===== src/rtl/dsp_mac_sequencer.sv =====
// Fabric-side sequencer for a DSP48A1-style MAC slice: issues operand pairs with aligned
// OPMODE words, captures every TAPS-product sum from P and buffers it in a 2-deep result FIFO.
module dsp_mac_sequencer #(
    parameter int TAPS    = 4,
    parameter int MUL_LAT = 2,
    parameter int OP_LAT  = 1
) (
    input  logic        clk,
    input  logic        rst_n,
    input  logic        in_valid,
    output logic        in_ready,
    input  logic [17:0] in_a,
    input  logic [17:0] in_b,
    output logic        res_valid,
    input  logic        res_ready,
    output logic [47:0] res_data,
    output logic [17:0] dsp_a,
    output logic [17:0] dsp_b,
    output logic [7:0]  dsp_opmode,
    output logic        dsp_ce,
    output logic        dsp_rst,
    input  logic [47:0] dsp_p,
    output logic        busy
);

    localparam int CNT_W   = (TAPS > 1) ? $clog2(TAPS) : 1;
    localparam int OP_DLY  = MUL_LAT - OP_LAT;
    localparam int CAP_LEN = MUL_LAT + 2;
    localparam logic [7:0] OPM_FIRST = 8'h01;
    localparam logic [7:0] OPM_ACC   = 8'h09;

    typedef enum logic {S_IDLE, S_ACC} state_t;

    state_t             r_state, w_state_nxt;
    logic [CNT_W-1:0]   r_tap_cnt, w_tap_cnt_nxt;
    logic               w_in_hs, w_first_tap, w_last_tap;
    logic               w_first_at_op, w_first_pend;
    logic               w_push, w_pop;
    int                 w_outstanding;

    logic               r_ce, r_dsp_rst;
    logic [17:0]        r_dsp_a_p0, r_dsp_b_p0;
    logic [7:0]         r_opmode;
    logic [CAP_LEN-1:0] r_last_p;
    logic [47:0]        r_fifo [2];
    logic               r_wptr, r_rptr;
    logic [1:0]         r_fifo_cnt;

    assign w_in_hs = in_valid && in_ready;

    always_ff @(posedge clk or negedge rst_n) begin
        if (!rst_n) begin
            r_state   <= S_IDLE;
            r_tap_cnt <= '0;
        end else begin
            r_state   <= w_state_nxt;
            r_tap_cnt <= w_tap_cnt_nxt;
        end
    end

    always_comb begin
        w_state_nxt   = r_state;
        w_tap_cnt_nxt = r_tap_cnt;
        w_first_tap   = 1'b0;
        w_last_tap    = 1'b0;
        case (r_state)
            S_IDLE: begin
                if (w_in_hs) begin
                    w_first_tap = 1'b1;
                    if (TAPS == 1) begin
                        w_last_tap = 1'b1;
                    end else begin
                        w_state_nxt   = S_ACC;
                        w_tap_cnt_nxt = CNT_W'(1);
                    end
                end
            end
            S_ACC: begin
                if (w_in_hs) begin
                    if (r_tap_cnt == CNT_W'(TAPS - 1)) begin
                        w_last_tap    = 1'b1;
                        w_state_nxt   = S_IDLE;
                        w_tap_cnt_nxt = '0;
                    end else begin
                        w_tap_cnt_nxt = r_tap_cnt + CNT_W'(1);
                    end
                end
            end
            default: w_state_nxt = S_IDLE;
        endcase
    end

    // Stage p0: operands into the slice; idle slots issue zeros so P simply holds.
    always_ff @(posedge clk or negedge rst_n) begin
        if (!rst_n) begin
            r_ce       <= 1'b0;
            r_dsp_rst  <= 1'b1;
            r_dsp_a_p0 <= '0;
            r_dsp_b_p0 <= '0;
            r_last_p   <= '0;
        end else begin
            r_ce       <= 1'b1;
            r_dsp_rst  <= 1'b0;
            r_dsp_a_p0 <= w_in_hs ? in_a : '0;
            r_dsp_b_p0 <= w_in_hs ? in_b : '0;
            r_last_p   <= (r_last_p << 1) | CAP_LEN'(w_last_tap);
        end
    end

    // First-tap flag is delayed so the zero-Z opmode meets its own product at the post-adder.
    generate
        if (OP_DLY == 0) begin : g_op_direct
            assign w_first_at_op = w_first_tap;
            assign w_first_pend  = 1'b0;
        end else begin : g_op_line
            logic [OP_DLY-1:0] r_first_p;
            always_ff @(posedge clk or negedge rst_n) begin
                if (!rst_n) r_first_p <= '0;
                else        r_first_p <= (r_first_p << 1) | OP_DLY'(w_first_tap);
            end
            assign w_first_at_op = r_first_p[OP_DLY-1];
            assign w_first_pend  = |r_first_p;
        end
    endgenerate

    always_ff @(posedge clk or negedge rst_n) begin
        if (!rst_n) r_opmode <= OPM_FIRST;
        else        r_opmode <= w_first_at_op ? OPM_FIRST : OPM_ACC;
    end

    // Capture stage: the last-tap flag emerges one edge after P has registered the full sum.
    assign w_push = r_last_p[CAP_LEN-1];
    assign w_pop  = res_valid && res_ready;

    always_ff @(posedge clk or negedge rst_n) begin
        if (!rst_n) begin
            r_fifo[0]  <= '0;
            r_fifo[1]  <= '0;
            r_wptr     <= 1'b0;
            r_rptr     <= 1'b0;
            r_fifo_cnt <= '0;
        end else begin
            if (w_push) begin
                r_fifo[r_wptr] <= dsp_p;
                r_wptr         <= ~r_wptr;
            end
            if (w_pop) r_rptr <= ~r_rptr;
            case ({w_push, w_pop})
                2'b10:   r_fifo_cnt <= r_fifo_cnt + 2'd1;
                2'b01:   r_fifo_cnt <= r_fifo_cnt - 2'd1;
                default: r_fifo_cnt <= r_fifo_cnt;
            endcase
        end
    end

    // A group may only start if its result is guaranteed a FIFO slot; a pop this cycle counts.
    always_comb begin
        w_outstanding = int'(r_fifo_cnt);
        for (int i = 0; i < CAP_LEN; i++) w_outstanding = w_outstanding + int'(r_last_p[i]);
        if (w_pop) w_outstanding = w_outstanding - 1;
        in_ready = r_ce && ((r_state == S_ACC) || (w_outstanding < 2));
    end

    assign res_valid  = (r_fifo_cnt != 2'd0);
    assign res_data   = r_fifo[r_rptr];
    assign dsp_a      = r_dsp_a_p0;
    assign dsp_b      = r_dsp_b_p0;
    assign dsp_opmode = r_opmode;
    assign dsp_ce     = r_ce;
    assign dsp_rst    = r_dsp_rst;
    assign busy       = (r_state == S_ACC) || (|r_last_p) || w_first_pend || res_valid;

endmodule


===== config.mk =====
export PLATFORM = sky130hd
export DESIGN_NAME = dsp_mac_sequencer
export DESIGN_NICKNAME = d
export VERILOG_FILES = /design/src/rtl/dsp_mac_sequencer.sv
export SDC_FILE = /design/constraint.sdc
export NUM_CORES = 1
export LEC_CHECK = 0
export CELL_PAD_IN_SITES_DETAIL_PLACEMENT = 0
export CELL_PAD_IN_SITES_GLOBAL_PLACEMENT = 2
export CORE_ASPECT_RATIO = 0.7
export CORE_MARGIN = 2
export CORE_UTILIZATION = 32
export DETAILED_ROUTE_END_ITERATION = 16
export MAX_ROUTING_LAYER = met4
export PLACE_DENSITY_LB_ADDON = 0.1
export SYNTH_ARGS = -nofsm -noshare
export SYNTH_HDL_FRONTEND = slang
export SYNTH_SLANG_ARGS = --single-unit

===== constraint.sdc =====
create_clock -name clk -period 4.7 [get_ports clk]
set_clock_uncertainty 0.2 [all_clocks]
set_input_delay 0.94 -clock clk [delete_from_list [all_inputs] [get_ports clk]]
set_output_delay 0.94 -clock clk [all_outputs]
set_load 0.01 [all_outputs]

==> metrics.md, run 1 <==
| Metric | Value |
|---|---|
| Max Cap Violations | 0 |
| Worst Setup Start Kind | flip-flop |
| WHS | 225 ps |
| Top fanout value on the critical path | 2 |
| Die Width | ~170 um |
| Max Slew Vio Count | 0 |
| Area of the core | about 0.019 mm^2 |
| Hold depth | 1 |
| Setup crit end kind | primary output |
| Die H | roughly 120 um |
| # H-tree levels | 4 |
| CP arrival | approximately 3500 ps |
| DRC Markers | 0 |
| Worst-Skew Late Latency | around 400 ps |
| CTS tree | yes |
| Yosys reg bits | between 100 and 150 |
| Post-synthesis sequential area ratio | about three fifths |
| Filler cells | between 1500 and 2000 |
| WS Path Type | flip-flop to primary output |
| Fin crit share | a little over nine tenths |
| Root buffer cell | clkbuf_16 |
| Final Hold Vio Count | 0 |
| Setup Viol. Count Final | 0 |
| Top-area cell type share of the netlist area | 59.9% |
| Final GP Congestion | between 0.6 and 0.7 |
| Vias per std cell | 4.47 |
| Initial DRC Count | 94 |
| Cell variety after synth | 35 |
| Final cell count without fillers | roughly 840 |
| Post-Syn Instances | 399 |
| Hold Startpoint | g_op_line.r_first_p |
| Detailed Routing Iterations Pass 1 | 4 |
| WL/cell | roughly 16 um |
| Total congestion overflow | 0 |
| RSZ-0062 raised after global routing | no |
| Reg2reg setup slack | roughly 900 ps |
| Die area | between 0.02 and 0.025 mm^2 |
| CP startpoint | r_last_p[0] |
| Setup TNS | 0 ps |
| HP Class | flip-flop to flip-flop |
| Num ports | 185 |
| Syn. warnings | 0 |
| Slew @ Worst Pin | 983 ps |
| DP HPWL | 8950 um |
| First-pass GRT wire length | 21800 um |
| Layout cells sized above 1 | a little over a third |
| Cell Area, Synth | between 0.006 and 0.007 mm^2 |
| FF-to-FF End | dsp_a[3] |
| Pwr Density | 645 mW/mm^2 |
| Clock transition at path regs | 70 ps |
| Post-layout min period | around 4600 ps |
| Status | completed |
| Post-route cell area | roughly 0.009 mm^2 |
| Area Overhead vs Synth | 43.7% |
| Number of global-route vias before repair | 4110 |
| Initial antenna violation count | 0 |
| CTS Buf Count | 17 |
| CP bufs+invs | 2 |
| Final ANT Viol Nets | 0 |
| Critical Path Max Stage Delay | about 520 ps |
| Leak | 3.77 nW |
| Most common cell on crit path | fa_1 |
| Hold Path End | dsp_opmode[3] |
| Max Clk Rate | 218 MHz |
| Largest net degree at the start of global routing | about 110 |
| CTS Hold Bufs | 0 |
| Crit path cell chain | fa_1, fa_1, fa_1, inv_1, ha_1, ha_1, o311a_1, nor4_4, nor3b_2, clkdlybuf4s15_2 |
| Synth area leaders | dfrtp_1 (60%), mux2_2 (27%), and2_1 (1.8%) |
| Worst R2R Path Depth | 12 |
| Leading area contributor after synthesis | dfrtp_1 |
| Floorplan row count | 42 |
| Initial core utilization | about 32% |
| CTS Buffer Depth | 2 |
| Area after DPL | ~0.008 mm^2 |
| N_diodes | 0 |
| Post-Route WL | around 13000 um |
| Slew HR | 34.3% |
| Sink Count | 147 |
| Nets | 680 |
| Critical Path RT | around 3600 ps |
| Port Buffers | 177 |
| Critical Path Stages | 10 |
| Inst Count DP | 804 |
| Worst IR Drop VDD | between 0.3 and 0.4 mV |
| DR vias | roughly 3800 |
| Overall Global Routing Usage | approximately 15% |
| Family with the most delay on the worst path | adder cells |
| Mean post-synth cell area | 15.3 um^2 |
| Highest-delay cell along the critical path | fa_1 |
| Reg2reg start | r_last_p[0] |
## registers in the layout, indices dropped and copies added, names as in the netlist, 2 cells and up
signal	flops
r_last_p	4
dsp_a	18
r_fifo_cnt	2
r_fifo	96
dsp_b	18
r_tap_cnt	2
## worst register-to-register path, stage by stage (launching register included)
cell and delay [ps]:
dfrtp_1 400, fa_1 490, fa_1 390, fa_1 520, inv_1 70, ha_1 200
ha_1 280, o311a_1 210, nor4_4 50, buf_4 160, nor3_4 230, buf_4 340
and2_2 200
## cells in the final DEF (no fill, tap or decap), types with 2 or more instances in the layout
cell type        instances
buf_4                    8
clkbuf_16               17
mux2_2                 144
and2_4                  10
and2_2                   8
inv_1                    8
fa_1                     3
conb_1                   9
bufinv_16                2
inv_6                    7
xor2_1                   2
inv_8                    5
xnor2_1                  3
clkdlybuf4s50_1        175
dfrtp_1                145
ha_1                     5
and2_1                  18
nand2_1                  2
nand4_1                  2
## how the worst max path moves through the flow
stage / to / slack [ps]
floorplan: in_ready / 700
global placement: in_ready / 170
detailed placement: in_ready / 130
CTS: in_ready / 3
global route: in_ready / 2
finish: in_ready / 110
## cell families (layout without fill, tap and decap cells)
kind of cell / after synthesis / count (layout) / share of synthesized area, %
compound gates: 6 / 6 / 1.05
xor+xnor: 5 / 5 / 0.719
fa+ha+maj: 8 / 8 / 2.01
buf+inv: 36 / 227 / 3.10
flops: 147 / 147 / 60.4
mux: 145 / 145 / 26.8
other cells: 2 / 9 / 0.123
simple gates: 50 / 50 / 5.85
## cell type report
| type | instances | area (um^2) | area share [%] |
|---|---|---|---|
| Clock inverter | 15 | 185 | 2.11 |
| Clock buffer | 17 | 425 | 4.86 |
| Inverter | 9 | 33.8 | 0.386 |
| Sequential cell | 147 | 3680 | 42.0 |
| Multi-Input combinational cell | 223 | 2270 | 26.0 |
| Timing Repair Buffer | 186 | 1850 | 21.2 |
| Tap cell | 242 | 303 | 3.46 |
## Yosys cell counts
library cell,instances
a211oi_2,1
and2_1,18
and2_2,8
and2_4,10
and4_1,1
buf_1,2
buf_2,10
buf_4,7
buf_6,2
clkbuf_1,6
conb_1,2
dfrtp_1,146
dfstp_2,1
fa_1,3
ha_1,5
inv_1,8
inv_2,1
mux2_2,144
mux2i_1,1
nand2_1,3
nand4_1,2
nor2_1,2
nor3_1,1
nor3_2,1
nor3b_1,1
nor4_1,1
nor4_4,1
o21ai_0,1
o21ai_4,1
o21ba_2,1
o22a_2,1
o311a_1,1
or2_2,1
xnor2_1,3
xor2_1,2
## layer usage
| metal | vias up | track usage (%) | part of all wire, % |
|---|---|---|---|
| met5 | - | - | 0 |
| met3 | 12 | 4.19 | 5.2 |
| met1 | 1904 | 18.4 | 47 |
| met2 | 104 | 22.6 | 47 |
| met4 | 0 | 4.69 | 1.0 |
| li1 | 1734 | - | - |
## power by group
part | switching, W | internal, W
clock network | 0.000594 | 0.000813
registers | 0.000291 | 0.00175
logic | 0.000794 | 0.00141
total | 0.00168 | 0.00397
## stage by stage
| step | worst slack [ps] | util, % | power [W] |
|---|---|---|---|
| floorplan | 697 | - | 0.00321 |
| global placement | 169 | 43.3 | 0.00422 |
| detailed placement | 135 | 43.3 | 0.00428 |
| CTS | 3.13 | 46.6 | 0.00575 |
| global route | 2.40 | 46.7 | 0.00600 |
| finish | 111 | 46.7 | 0.00565 |
## what timing repair did
item                                    in CTS  in global routing
buffers inserted                             3                  0
resized for setup                            4                  1
endpoints found under the setup margin       1                  1
pin swaps                                    1                  1
Note: power is estimated with default switching activity, not from simulation.
==> run 2: changes to the inputs <==
--- a/config.mk
+++ b/config.mk
@@ -10,6 +10,7 @@
 export CORE_ASPECT_RATIO = 0.7
 export CORE_MARGIN = 2
 export CORE_UTILIZATION = 32
+export CTS_CLUSTER_SIZE = 16
 export DETAILED_ROUTE_END_ITERATION = 16
 export MAX_ROUTING_LAYER = met4
 export PLACE_DENSITY_LB_ADDON = 0.1
==> results of run 2 <==
No change in the layout: final DEF, timing and power equal those of run 1.
